==> src/rtl/csr_req_sequencer.sv <==
// CSR request sequencer: latches one committed CSR/system request, issues it to
// the CSR file, handles replay back-off, WFI stall and response timeout, and
// returns the result to writeback as a single-cycle pulse.

package csr_req_sequencer_pkg;

    typedef struct packed {
        logic [11:0] addr;
        logic [2:0]  cmd;
        logic [63:0] data;
        logic [63:0] pc;
    } req_cpu_csr_t;

endpackage

module csr_req_sequencer
    import csr_req_sequencer_pkg::*;
#(
    parameter int unsigned REPLAY_DELAY  = 4,
    parameter int unsigned RESP_TIMEOUT  = 64,
    parameter logic [63:0] TIMEOUT_CAUSE = 64'h2
) (
    input  logic         clk_i,
    input  logic         rstn_i,
    input  logic         req_valid_i,
    input  req_cpu_csr_t req_i,
    input  logic         flush_i,
    output logic         csr_req_valid_o,
    output req_cpu_csr_t csr_req_o,
    input  logic         csr_resp_valid_i,
    input  logic [63:0]  csr_rdata_i,
    input  logic         csr_replay_i,
    input  logic         csr_stall_i,
    input  logic         csr_xcpt_i,
    input  logic [63:0]  csr_xcpt_cause_i,
    input  logic         csr_eret_i,
    input  logic [63:0]  csr_evec_i,
    output logic         commit_stall_o,
    output logic         wb_valid_o,
    output logic [63:0]  wb_rdata_o,
    output logic         xcpt_o,
    output logic [63:0]  xcpt_cause_o,
    output logic         eret_o,
    output logic [63:0]  evec_o
);

    localparam int unsigned BackoffW = (REPLAY_DELAY > 1) ? $clog2(REPLAY_DELAY) : 1;
    localparam int unsigned TimeoutW = (RESP_TIMEOUT > 1) ? $clog2(RESP_TIMEOUT) : 1;
    localparam logic [BackoffW-1:0] BackoffInit = BackoffW'(REPLAY_DELAY - 1);
    localparam logic [TimeoutW-1:0] TimeoutLast = TimeoutW'(RESP_TIMEOUT - 1);

    typedef enum logic [2:0] {
        StIdle,
        StIssue,
        StWait,
        StBackoff,
        StStall,
        StDone
    } state_t;

    state_t              state_q;
    req_cpu_csr_t        req_q;
    logic [BackoffW-1:0] backoff_cnt_q;
    logic [TimeoutW-1:0] timeout_cnt_q;
    logic                flush_pend_q;
    logic                req_strobe_q;
    logic                wb_valid_q;
    logic [63:0]         rdata_q;
    logic                xcpt_q;
    logic [63:0]         cause_q;
    logic                eret_q;
    logic [63:0]         evec_q;

    // Sequencer FSM; strobes are set on entry to ISSUE/DONE so they last exactly one cycle.
    always_ff @(posedge clk_i or negedge rstn_i) begin
        if (!rstn_i) begin
            state_q       <= StIdle;
            req_q         <= '0;
            backoff_cnt_q <= '0;
            timeout_cnt_q <= '0;
            flush_pend_q  <= 1'b0;
            req_strobe_q  <= 1'b0;
            wb_valid_q    <= 1'b0;
            rdata_q       <= '0;
            xcpt_q        <= 1'b0;
            cause_q       <= '0;
            eret_q        <= 1'b0;
            evec_q        <= '0;
        end else begin
            req_strobe_q <= 1'b0;
            wb_valid_q   <= 1'b0;
            unique case (state_q)
                StIdle: begin
                    backoff_cnt_q <= '0;
                    timeout_cnt_q <= '0;
                    flush_pend_q  <= 1'b0;
                    if (req_valid_i && !flush_i) begin
                        req_q        <= req_i;
                        req_strobe_q <= 1'b1;
                        state_q      <= StIssue;
                    end
                end
                StIssue: begin
                    timeout_cnt_q <= '0;
                    state_q       <= flush_i ? StIdle : StWait;
                end
                StWait: begin
                    if (csr_resp_valid_i) begin
                        // A flushed instruction still has its response consumed, then is dropped.
                        if (flush_pend_q || flush_i) begin
                            state_q <= StIdle;
                        end else if (csr_xcpt_i) begin
                            rdata_q    <= '0;
                            xcpt_q     <= 1'b1;
                            cause_q    <= csr_xcpt_cause_i;
                            eret_q     <= 1'b0;
                            evec_q     <= csr_evec_i;
                            wb_valid_q <= 1'b1;
                            state_q    <= StDone;
                        end else if (csr_replay_i) begin
                            backoff_cnt_q <= BackoffInit;
                            state_q       <= StBackoff;
                        end else if (csr_stall_i) begin
                            state_q <= StStall;
                        end else begin
                            rdata_q    <= csr_rdata_i;
                            xcpt_q     <= 1'b0;
                            cause_q    <= '0;
                            eret_q     <= csr_eret_i;
                            evec_q     <= csr_evec_i;
                            wb_valid_q <= 1'b1;
                            state_q    <= StDone;
                        end
                    end else if (timeout_cnt_q == TimeoutLast) begin
                        if (flush_pend_q || flush_i) begin
                            state_q <= StIdle;
                        end else begin
                            rdata_q    <= '0;
                            xcpt_q     <= 1'b1;
                            cause_q    <= TIMEOUT_CAUSE;
                            eret_q     <= 1'b0;
                            evec_q     <= '0;
                            wb_valid_q <= 1'b1;
                            state_q    <= StDone;
                        end
                    end else begin
                        timeout_cnt_q <= timeout_cnt_q + TimeoutW'(1);
                        if (flush_i) begin
                            flush_pend_q <= 1'b1;
                        end
                    end
                end
                StBackoff: begin
                    if (flush_i) begin
                        state_q <= StIdle;
                    end else if (backoff_cnt_q == '0) begin
                        req_strobe_q <= 1'b1;
                        state_q      <= StIssue;
                    end else begin
                        backoff_cnt_q <= backoff_cnt_q - BackoffW'(1);
                    end
                end
                StStall: begin
                    if (flush_i) begin
                        state_q <= StIdle;
                    end else if (!csr_stall_i) begin
                        rdata_q    <= '0;
                        xcpt_q     <= 1'b0;
                        cause_q    <= '0;
                        eret_q     <= 1'b0;
                        evec_q     <= '0;
                        wb_valid_q <= 1'b1;
                        state_q    <= StDone;
                    end
                end
                StDone: begin
                    // The instruction is already resolved, so a flush here does not cancel it.
                    state_q <= StIdle;
                end
                default: begin
                    state_q <= StIdle;
                end
            endcase
        end
    end

    // Commit is held while a request is pending; in IDLE it mirrors the incoming request.
    always_comb begin
        commit_stall_o = 1'b1;
        if (state_q == StIdle) begin
            commit_stall_o = req_valid_i;
        end else if (state_q == StDone) begin
            commit_stall_o = 1'b0;
        end
    end

    assign csr_req_valid_o = req_strobe_q;
    assign csr_req_o       = req_q;
    assign wb_valid_o      = wb_valid_q;
    assign wb_rdata_o      = rdata_q;
    assign xcpt_o          = xcpt_q;
    assign xcpt_cause_o    = cause_q;
    assign eret_o          = eret_q;
    assign evec_o          = evec_q;

endmodule

==> config.mk <==
export PLATFORM = sky130hd
export DESIGN_NAME = csr_req_sequencer
export DESIGN_NICKNAME = d
export VERILOG_FILES = /design/src/rtl/csr_req_sequencer.sv
export SDC_FILE = /design/constraint.sdc
export NUM_CORES = 1
export LEC_CHECK = 0
export CORE_AREA = 10 10 261 263
export DETAILED_ROUTE_END_ITERATION = 6
export DIE_AREA = 0 0 271 273
export GPL_TIMING_DRIVEN = 0
export MAX_ROUTING_LAYER = met4
export SLEW_MARGIN = 15
export SYNTH_ARGS = -nofsm -noshare
export SYNTH_HDL_FRONTEND = slang
export SYNTH_SLANG_ARGS = --single-unit
==> constraint.sdc <==
create_clock -name clk_i -period 2.5 [get_ports clk_i]
set_clock_uncertainty 0.2 [all_clocks]
set_input_delay 0.375 -clock clk_i [delete_from_list [all_inputs] [get_ports clk_i]]
set_output_delay 0.375 -clock clk_i [all_outputs]
set_load 0.01 [all_outputs]
# Word level (Yosys, flattened, before mapping)
# Index checks and enable logic that the tools add are counted.
# totals
reg_bits,351
latchBits,0
ramBits,0
romBits,0
input_bits,344
output_inout_bits,340
elab_cells,144
n_memories,0
# op_classes
addsub,2
mul,0
div_mod_pow,0
n_lt_le_gt_ge,0
eq_ne,23
shift,0
mux,87
n_bitwise,0
reduce_logical,17
# ops
op,count
$mux 64,22
$pmux 64 s2,3
$mux 1,34
$mux 3,11
$ne 2x2->1 const B,12
$pmux 3 s5,1
$mux 2,7
$reduce_and 7->1,2
$mux 6,2
$pmux 6 s2,1
$pmux 1 s2,5
$ne 3x3->1 const B,3
$ne 4x4->1 const B,2
$reduce_and 4->1,2
$add 6x1->6 const B,1
$eq 3x2->1 const B,2
$eq 3x3->1 const B,2
$eq 6x6->1 const B,1
$pmux 2 s3,1
$reduce_bool 2->1,3
$reduce_and 5->1,1
$eq 3x1->1 const B,1
$logic_not 3->1,1
$reduce_and 3->1,1
other kinds (8),8

# Longest topological paths before layout
# Gate-level depths: netlist of run 1.
# depth
ltp_word,6
mapped_depth,9

# Worst setup path before layout of run 1
# OpenSTA, ideal clock, no wires.
# synth_path
kind,register to register
from,register timeout_cnt_q[0]
to,"register evec_q[33], in the netlist evec_o[33]"
setup_time_ns,0.065
arrival_ns,1.771
slack_ns,0.464
stages_incl_launch_ff,10
n_path_buf,3
synth_period_minus_slack_ns,2.036
cell_sequence,dfrtp_1 -> ha_1 -> and3_1 -> a31oi_1 -> o31a_1 -> buf_4 -> buf_6 -> buf_2 -> nand2_1 -> nand2_1
# synth_via
elab_chain_len,3
# synth_lines
item,line,rtl
from (decl),64,logic [TimeoutW-1:0] timeout_cnt_q;
from (signal assigned),147,timeout_cnt_q <= timeout_cnt_q + TimeoutW'(1);
$eq 6x6->1,134,end else if (timeout_cnt_q == TimeoutLast) begin
$ne 3x3->1 (no source line),-,
$reduce_and 7->1 (no source line),-,
to (signal assigned),117,evec_q <= csr_evec_i;
to (signal assigned),130,evec_q <= csr_evec_i;
to (decl),72,logic [63:0] evec_q;
# Every way passes these cells.
# A chain may end at the register's enable or synchronous reset.

# Worst setup path in the final report of run 1
# layout_path
from,register state_q[2]
to,output port commit_stall_o
# layout_via
elab_chain_len,3
word_cells_on_any_way,4
# layout_lines
item,line,rtl
from (decl),61,state_t state_q;
from (signal assigned),77,state_q <= StIdle;
from (signal assigned),100,state_q <= StIssue;
from (signal assigned),105,state_q <= flush_i ? StIdle : StWait;
$eq 3x3->1,192,end else if (state_q == StDone) begin
$mux 1,192,
$mux 1 *,190,if (state_q == StIdle) begin
to (decl),38,"output logic commit_stall_o,"
# Mark *: on every way between the ends. The rest lies on a longest branch, timed or not.

==> impl_metrics.ini, run 1 <==
[run_status]
status = finished, final reports clean

[setup_path]
crit_path_frequent_cell = buf_6
cp-start-kind = flop
worstPathMaxFanout = 10
crit-reg2reg-capture = wb_rdata_o[50]$_DFFE_PN0P_
r2r_slack_ps = 130
path_cells = buf_6 -> buf_6 -> nor3_2 -> a21oi_1 -> or2_2 -> buf_6
worstPathArrival_ps = 1830
path_class = flop to output port
worstRegToRegCells = 8
path_delay_family = simple AND/OR/NAND/NOR gates
cp_num_buf_inv = 3
regToRegStartpoint = timeout_cnt_q[0]$_DFFE_PN0P_
required_ps = 1920
crit_path_end_kind = output port
max_stage_delay_ps = 370
slowest_stage = dfrtp_1

[floorplanning]
die_height_microns = 273
coreArea_sq_um = 62740
die_w_microns = 271
num_rows = 92
initial_core_util = 0.2172
io_pins = 684
dieArea_sq_um = 73980

[clocking]
clk_latency_ps = 540
cts-htree-levels = 2
cts_buffers = 41
path_clk_slew_ps = 60
cts_tree = yes
clock-root-buffer = clkbuf_16
clock_path_buffers = 3
cts.sinks = 351

[routing]
routed_wl_mm = 56.26
detail_route.iter0.violations = 621
wl_per_cell_microns = 20.62
ant_nets = 0
drc = 0
dr.pass1.iters = 4
avgViaCountPerCell = 4.232
vias = 11545

[yosys]
yosysTopAreaCell = dfrtp_1
synth.top_cell.area_share = 0.6447
synth-seq-cells = 351
yosysMostFrequentCell = dfrtp_1
synth.avg_cell_area_sq_um = 12.19
synth-edff-count = 0
synthTopCellsByCount = dfrtp_1, nand2_1, nand3_1, mux2_2, a22o_1
dominantRegCellSynth = dfrtp_1
async_flop_share = 1.000
ys_types = 47
seq_area_frac_synth = 0.6447
syn-instance-count = 1118
syn_area_sq_um = 13620
synth_nets = 1464
synth_area_leaders = dfrtp_1, mux2_2, nand3_1, nand2_1, a22o_1
ys_warn_count = 0

[placement]
dpl.cell_count = 2650
gp_congestion = 0.8858
placed_cell_area_sq_um = 21610
hpwl_mm = 44.74
port-buffer-count = 683

[hold_path]
min_path_cells = 3
hold_path.class = primary input to flop
hold_end = wb_rdata_o[49]$_DFFE_PN0P_
worstHoldStart = csr_rdata_i[49]

[power_and_ir_drop]
peakVddDrop_mv = 0.5252
p_leak_nw = 10.20
power_density_nw_per_um2 = 1128

[global_routing]
overflow = 0
grt_pass1_vias = 12728
grt_max_degree = 99
antenna_found_initial = 4
grt_pass1_wl_mm = 83.68
grt_util_all_layers = 0.1505

[timing]
fin_crit_ps = 2403
slew_headroom = 0.5752
fmax_ghz = 0.4161
setup_viol = 0
hold_violations = 0
fin_crit_sh = 0.9612
hold_ws_ps = 170.6
worstMarginPinSlew_ps = 637.2
slew_viol_final = 0

[cells_and_area]
post-route-util = 0.3680
fin_nets = 2195
drive_above_1_share = 0.1576
areaGrowthSynthToFinish_pct = 69.45
stdcell_area_sq_um = 23090
final_cell_count_no_fill = 2728

[job]
cap_viol_max_count = 0
[area by class of cell]
cell class,instances,area [sq um]
buffer,83,456.7
clock buffer,62,1227
clock inverter,10,135.1
sequential,351,8785
inverter,5,18.77
antenna,4,10.01
multi-input combinational,679,4452
timing repair buffer,688,6943
tap,846,1059
fill,6112,39650
[where the power goes]
| group | switching, mW | internal (mW) |
|---|---|---|
| Clock | 2.42 | 3.69 |
| Sequential | 1.33 | 8.05 |
| Combinational | 4.36 | 6.19 |
[sequential cells by signal, summed over array words and instances (netlist names)]
| register | flops |
|---|---|
| csr_req_o | 143 |
| evec_o | 64 |
| wb_rdata_o | 64 |
| xcpt_cause_o | 64 |
| timeout_cnt_q | 6 |
| state_q | 3 |
| backoff_cnt_q | 2 |
| csr_req_valid_o | 1 |
| eret_o | 1 |
| flush_pend_q | 1 |
| wb_valid_o | 1 |
| xcpt_o | 1 |
[repair_timing]
action,4_1_cts,5_1_grt
endpoints found under the setup margin,201,202
pin swaps,1,1
hold buffers,1,0
buffers inserted,1,0
endpoints found under the hold margin,69,0
gates resized for setup,13,28
gates cloned,0,0
[stage by stage]
step	setup WS, ps	setup TNS, ps	power, mW
floorplan	464.1	0	13.18
global placement	-14820	-5296560	19.95
detailed placement	-608.3	-119990	20.11
CTS	-164.1	-668.7	26.46
global route	-4.115	-4.115	27.50
finish	97.00	0	26.03
[how the worst max path moves through the flow]
stage / from / endpoint / slack, ps / cells after the start
3_3_place_gp: rstn_i / wb_rdata_o[31]$_DFFE_PN0P_ / -14820 / 1
2_1_floorplan: timeout_cnt_q[0]$_DFFE_PN0P_ / evec_o[33]$_DFFE_PN0P_ / 460 / 9
3_5_place_dp: flush_i / csr_req_o[116]$_DFFE_PN0P_ / -610 / 7
6_report: state_q[2]$_DFFE_PN0P_ / commit_stall_o / 100 / 6
5_1_grt: timeout_cnt_q[0]$_DFFE_PN0P_ / wb_rdata_o[50]$_DFFE_PN0P_ / -4 / 8
4_1_cts: state_q[2]$_DFFE_PN0P_ / commit_stall_o / -160 / 6
[worst reg2reg max path, delay by kind of cell, from the launching register on]
family	cells	cell delay, ps
AO/OA/AOI/OAI	2	430
adder cells (fa/ha/maj)	1	180
buffers and inverters	2	580
flip-flops	1	380
AND/OR/NAND/NOR	3	540
[kinds of logic after synthesis]
group,share of synthesized area
AND/OR/NAND/NOR,0.1450
flip-flops,0.6447
multiplexers,0.1189
AO/OA/AOI/OAI,0.05519
buffers and inverters,0.03177
XOR/XNOR,0.002571
adder cells (fa/ha/maj),0.001836
[per-layer routing]
| layer | up-vias | part of all wire | track usage |
|---|---|---|---|
| li1 | 5344 | - | - |
| met5 | - | 0 | - |
| met1 | 5663 | 0.38 | 0.1621 |
| met2 | 442 | 0.51 | 0.2581 |
| met3 | 96 | 0.084 | 0.05039 |
| met4 | 0 | 0.030 | 0.04852 |
[cells in the final DEF, fill, tap and decap left out, drive strengths merged, types with 2 or more instances in the layout]
| cell | count |
|---|---|
| inv | 6 |
| or2 | 2 |
| a31oi | 3 |
| clkdlybuf4s50 | 681 |
| clkbuf | 79 |
| mux2 | 143 |
| nor4b | 2 |
| nand2 | 203 |
| ha | 2 |
| o31a | 2 |
| a22o | 63 |
| o21ai | 6 |
| buf | 72 |
| nor3 | 5 |
| nand2b | 4 |
| bufinv | 3 |
| nand3 | 195 |
| nor2 | 12 |
| clkinv | 5 |
| dfrtp | 351 |
| nor2b | 3 |
| and3 | 3 |
| xor2 | 4 |
| diode | 4 |
| a21oi | 9 |
No activity file was read; power rests on OpenSTA's default activity.
==> run 2: changes to the inputs <==
Settings changed: CAP_MARGIN from default to 20, CORE_AREA 10 10 261 263 to 10 10 260 262, DIE_AREA 0 0 271 273 to 0 0 270 272, RECOVER_POWER from default to 25.
==> run 2 against run 1 <==
  * Core utilization is 0.19 points higher
  * Final cell count is 0.22% higher
  * First-iteration DRC count is 2.7% lower
  * Total power is 0.11% lower
  * Cell area is 0.14% higher
  * Sequential share of layout area is 0.052 points lower
  * Highest routed layer unchanged
==> impl_metrics.ini, run 2 (synthesis results as in run 1) <==
[placement]
hpwl_mm = 45.00
dpl.cell_count = 2650
port-buffer-count = 683
gp_congestion = 0.8367
placed_cell_area_sq_um = 21610

[clocking]
cts_tree = yes
cts.sinks = 351
path_clk_slew_ps = 60
cts-htree-levels = 2
cts_buffers = 42
clock-root-buffer = clkbuf_16
clk_latency_ps = 560
clock_path_buffers = 3

[timing]
setup_tns_ps = 0
slew_viol_final = 0
rsz0062_at_grt = true
hold_violations = 0
worstMarginPinSlew_ps = 1414
setup_viol = 0
fin_crit_sh = 0.9623
fmax_ghz = 0.4157
slew_headroom = 0.05721
fin_crit_ps = 2406

[power_and_ir_drop]
power_density_nw_per_um2 = 1125
p_leak_nw = 10.24
finalPower_mw = 26.01
peakVddDrop_mv = 0.4408

[floorplanning]
die_height_microns = 272
coreArea_sq_um = 62500
initial_core_util = 0.2180
die_w_microns = 270
io_pins = 684
dieArea_sq_um = 73440
num_rows = 92

[job]
cap_viol_max_count = 0

[global_routing]
overflow = 0
grt_pass1_vias = 12389
grt_pass1_wl_mm = 83.52
grt_max_degree = 101
grt_util_all_layers = 0.1524
antenna_found_initial = 3

[cells_and_area]
stdcell_area_sq_um = 23120
final_cell_mix = clkdlybuf4s50_1, dfrtp_1, nand2_1
drive_above_1_share = 0.1634
largest_reg_flops = 143
areaGrowthSynthToFinish_pct = 69.68
fin_nets = 2199
multi_input_area_sq_um = 4467
regArea_sq_um = 8785
final_cell_count_no_fill = 2734
layout_commonest_cell = clkdlybuf4s50_1
nFillCells = 6105
post-route-util = 0.3698

[setup_path]
worstPathMaxFanout = 10
max_stage_delay_ps = 460
path_cells = buf_4 -> nor3_4 -> a21oi_1 -> or2_2 -> buf_6
slowest_stage = dfrtp_2
worstPathArrival_ps = 1830
path_class = flop to output port
cp_num_buf_inv = 2
required_ps = 1920
path_delay_family = flip-flops
cp-start-kind = flop
crit_path_end_kind = output port

[routing]
avgViaCountPerCell = 4.257
wl_per_cell_microns = 21.04
ant_nets = 0
detail_route.iter0.violations = 604
drc = 0
dr.pass1.iters = 5
routed_wl_mm = 57.52
vias = 11640

[run_status]
status = finished, final reports clean

[hold_path]
hold_path.class = primary input to flop
[run 2: changes by cell type in the layout (fill, tap and decap cells not counted), moves of 2 or more]
cell        before  now
clkbuf_4         4    6
buf_16           3    1
clkinv_2         4    7
clkinvlp_4       1    3
buf_4            7   10
buf_12           0    2
clkbuf_8         8    6
clkbuf_2         4    9
buf_6            6    4
clkbuf_1        20   16
[run 2: metal layers]
layer / vias up / share of wire / GRT usage
met5: - / 0 / -
met4: 0 / 0.026 / 0.04450
met3: 77 / 0.072 / 0.04451
met2: 433 / 0.52 / 0.2636
met1: 5775 / 0.38 / 0.1682
li1: 5355 / - / -
[run 2: per-stage QoR]
stage,setup WS (ps),hold WS [ps]
6_report,94.35,165.5
5_1_grt,-22.67,139.5
4_1_cts,15.85,116.9
3_5_place_dp,-926.1,255.7
3_3_place_gp,-14970,252.2
2_1_floorplan,464.1,-120.6
[run 2: final cells by class]
class	count	share of cell area
Antenna cell	3	0.0003247
Sequential cell	351	0.3800
Inverter	5	0.0008119
Multi-Input combinational cell	679	0.1932
Timing Repair Buffer	691	0.3010
Buffer	83	0.02078
Clock inverter	14	0.005845
Tap cell	846	0.04579
Clock buffer	62	0.05223
[run 2: repair_timing]
action	in CTS	in global routing
endpoints found under the hold margin	94	0
cloned	0	2
pin swaps	1	4
hold buffers	1	0
gates resized for setup	25	32
endpoints found under the setup margin	231	238
setup buffers	0	2
[run 2: final timing paths]
path | start | endpoint | slack [ps] | cells past startpoint
max in group asynchronous | rstn_i | xcpt_cause_o[58]$_DFFE_PN0P_ | 300 | 3
min in group asynchronous | rstn_i | csr_req_o[60]$_DFFE_PN0P_ | 540 | 2
setup reg to reg | state_q[0]$_DFFE_PN0P_ | evec_o[11]$_DFFE_PN0P_ | 120 | 9
hold reg to reg | evec_o[60]$_DFFE_PN0P_ | evec_o[60]$_DFFE_PN0P_ | 260 | 2
setup / recovery | state_q[0]$_DFFE_PN0P_ | commit_stall_o | 90 | 5
hold / removal | csr_rdata_i[1] | wb_rdata_o[1]$_DFFE_PN0P_ | 170 | 3
[run 2: tightest hold or removal path, delay by kind of cell]
kind,cells,cell delay (ps)
buffers and inverters,1,390
AND/OR/NAND/NOR,2,100
[run 2: report_power, final]
| part | leakage [nW] | switching, mW | internal, mW |
|---|---|---|---|
| Clock | 0.654 | 2.48 | 3.56 |
| Combinational | 5.09 | 4.39 | 6.21 |
| Sequential | 4.49 | 1.31 | 8.05 |
| Total | 10.2 | 8.19 | 17.8 |
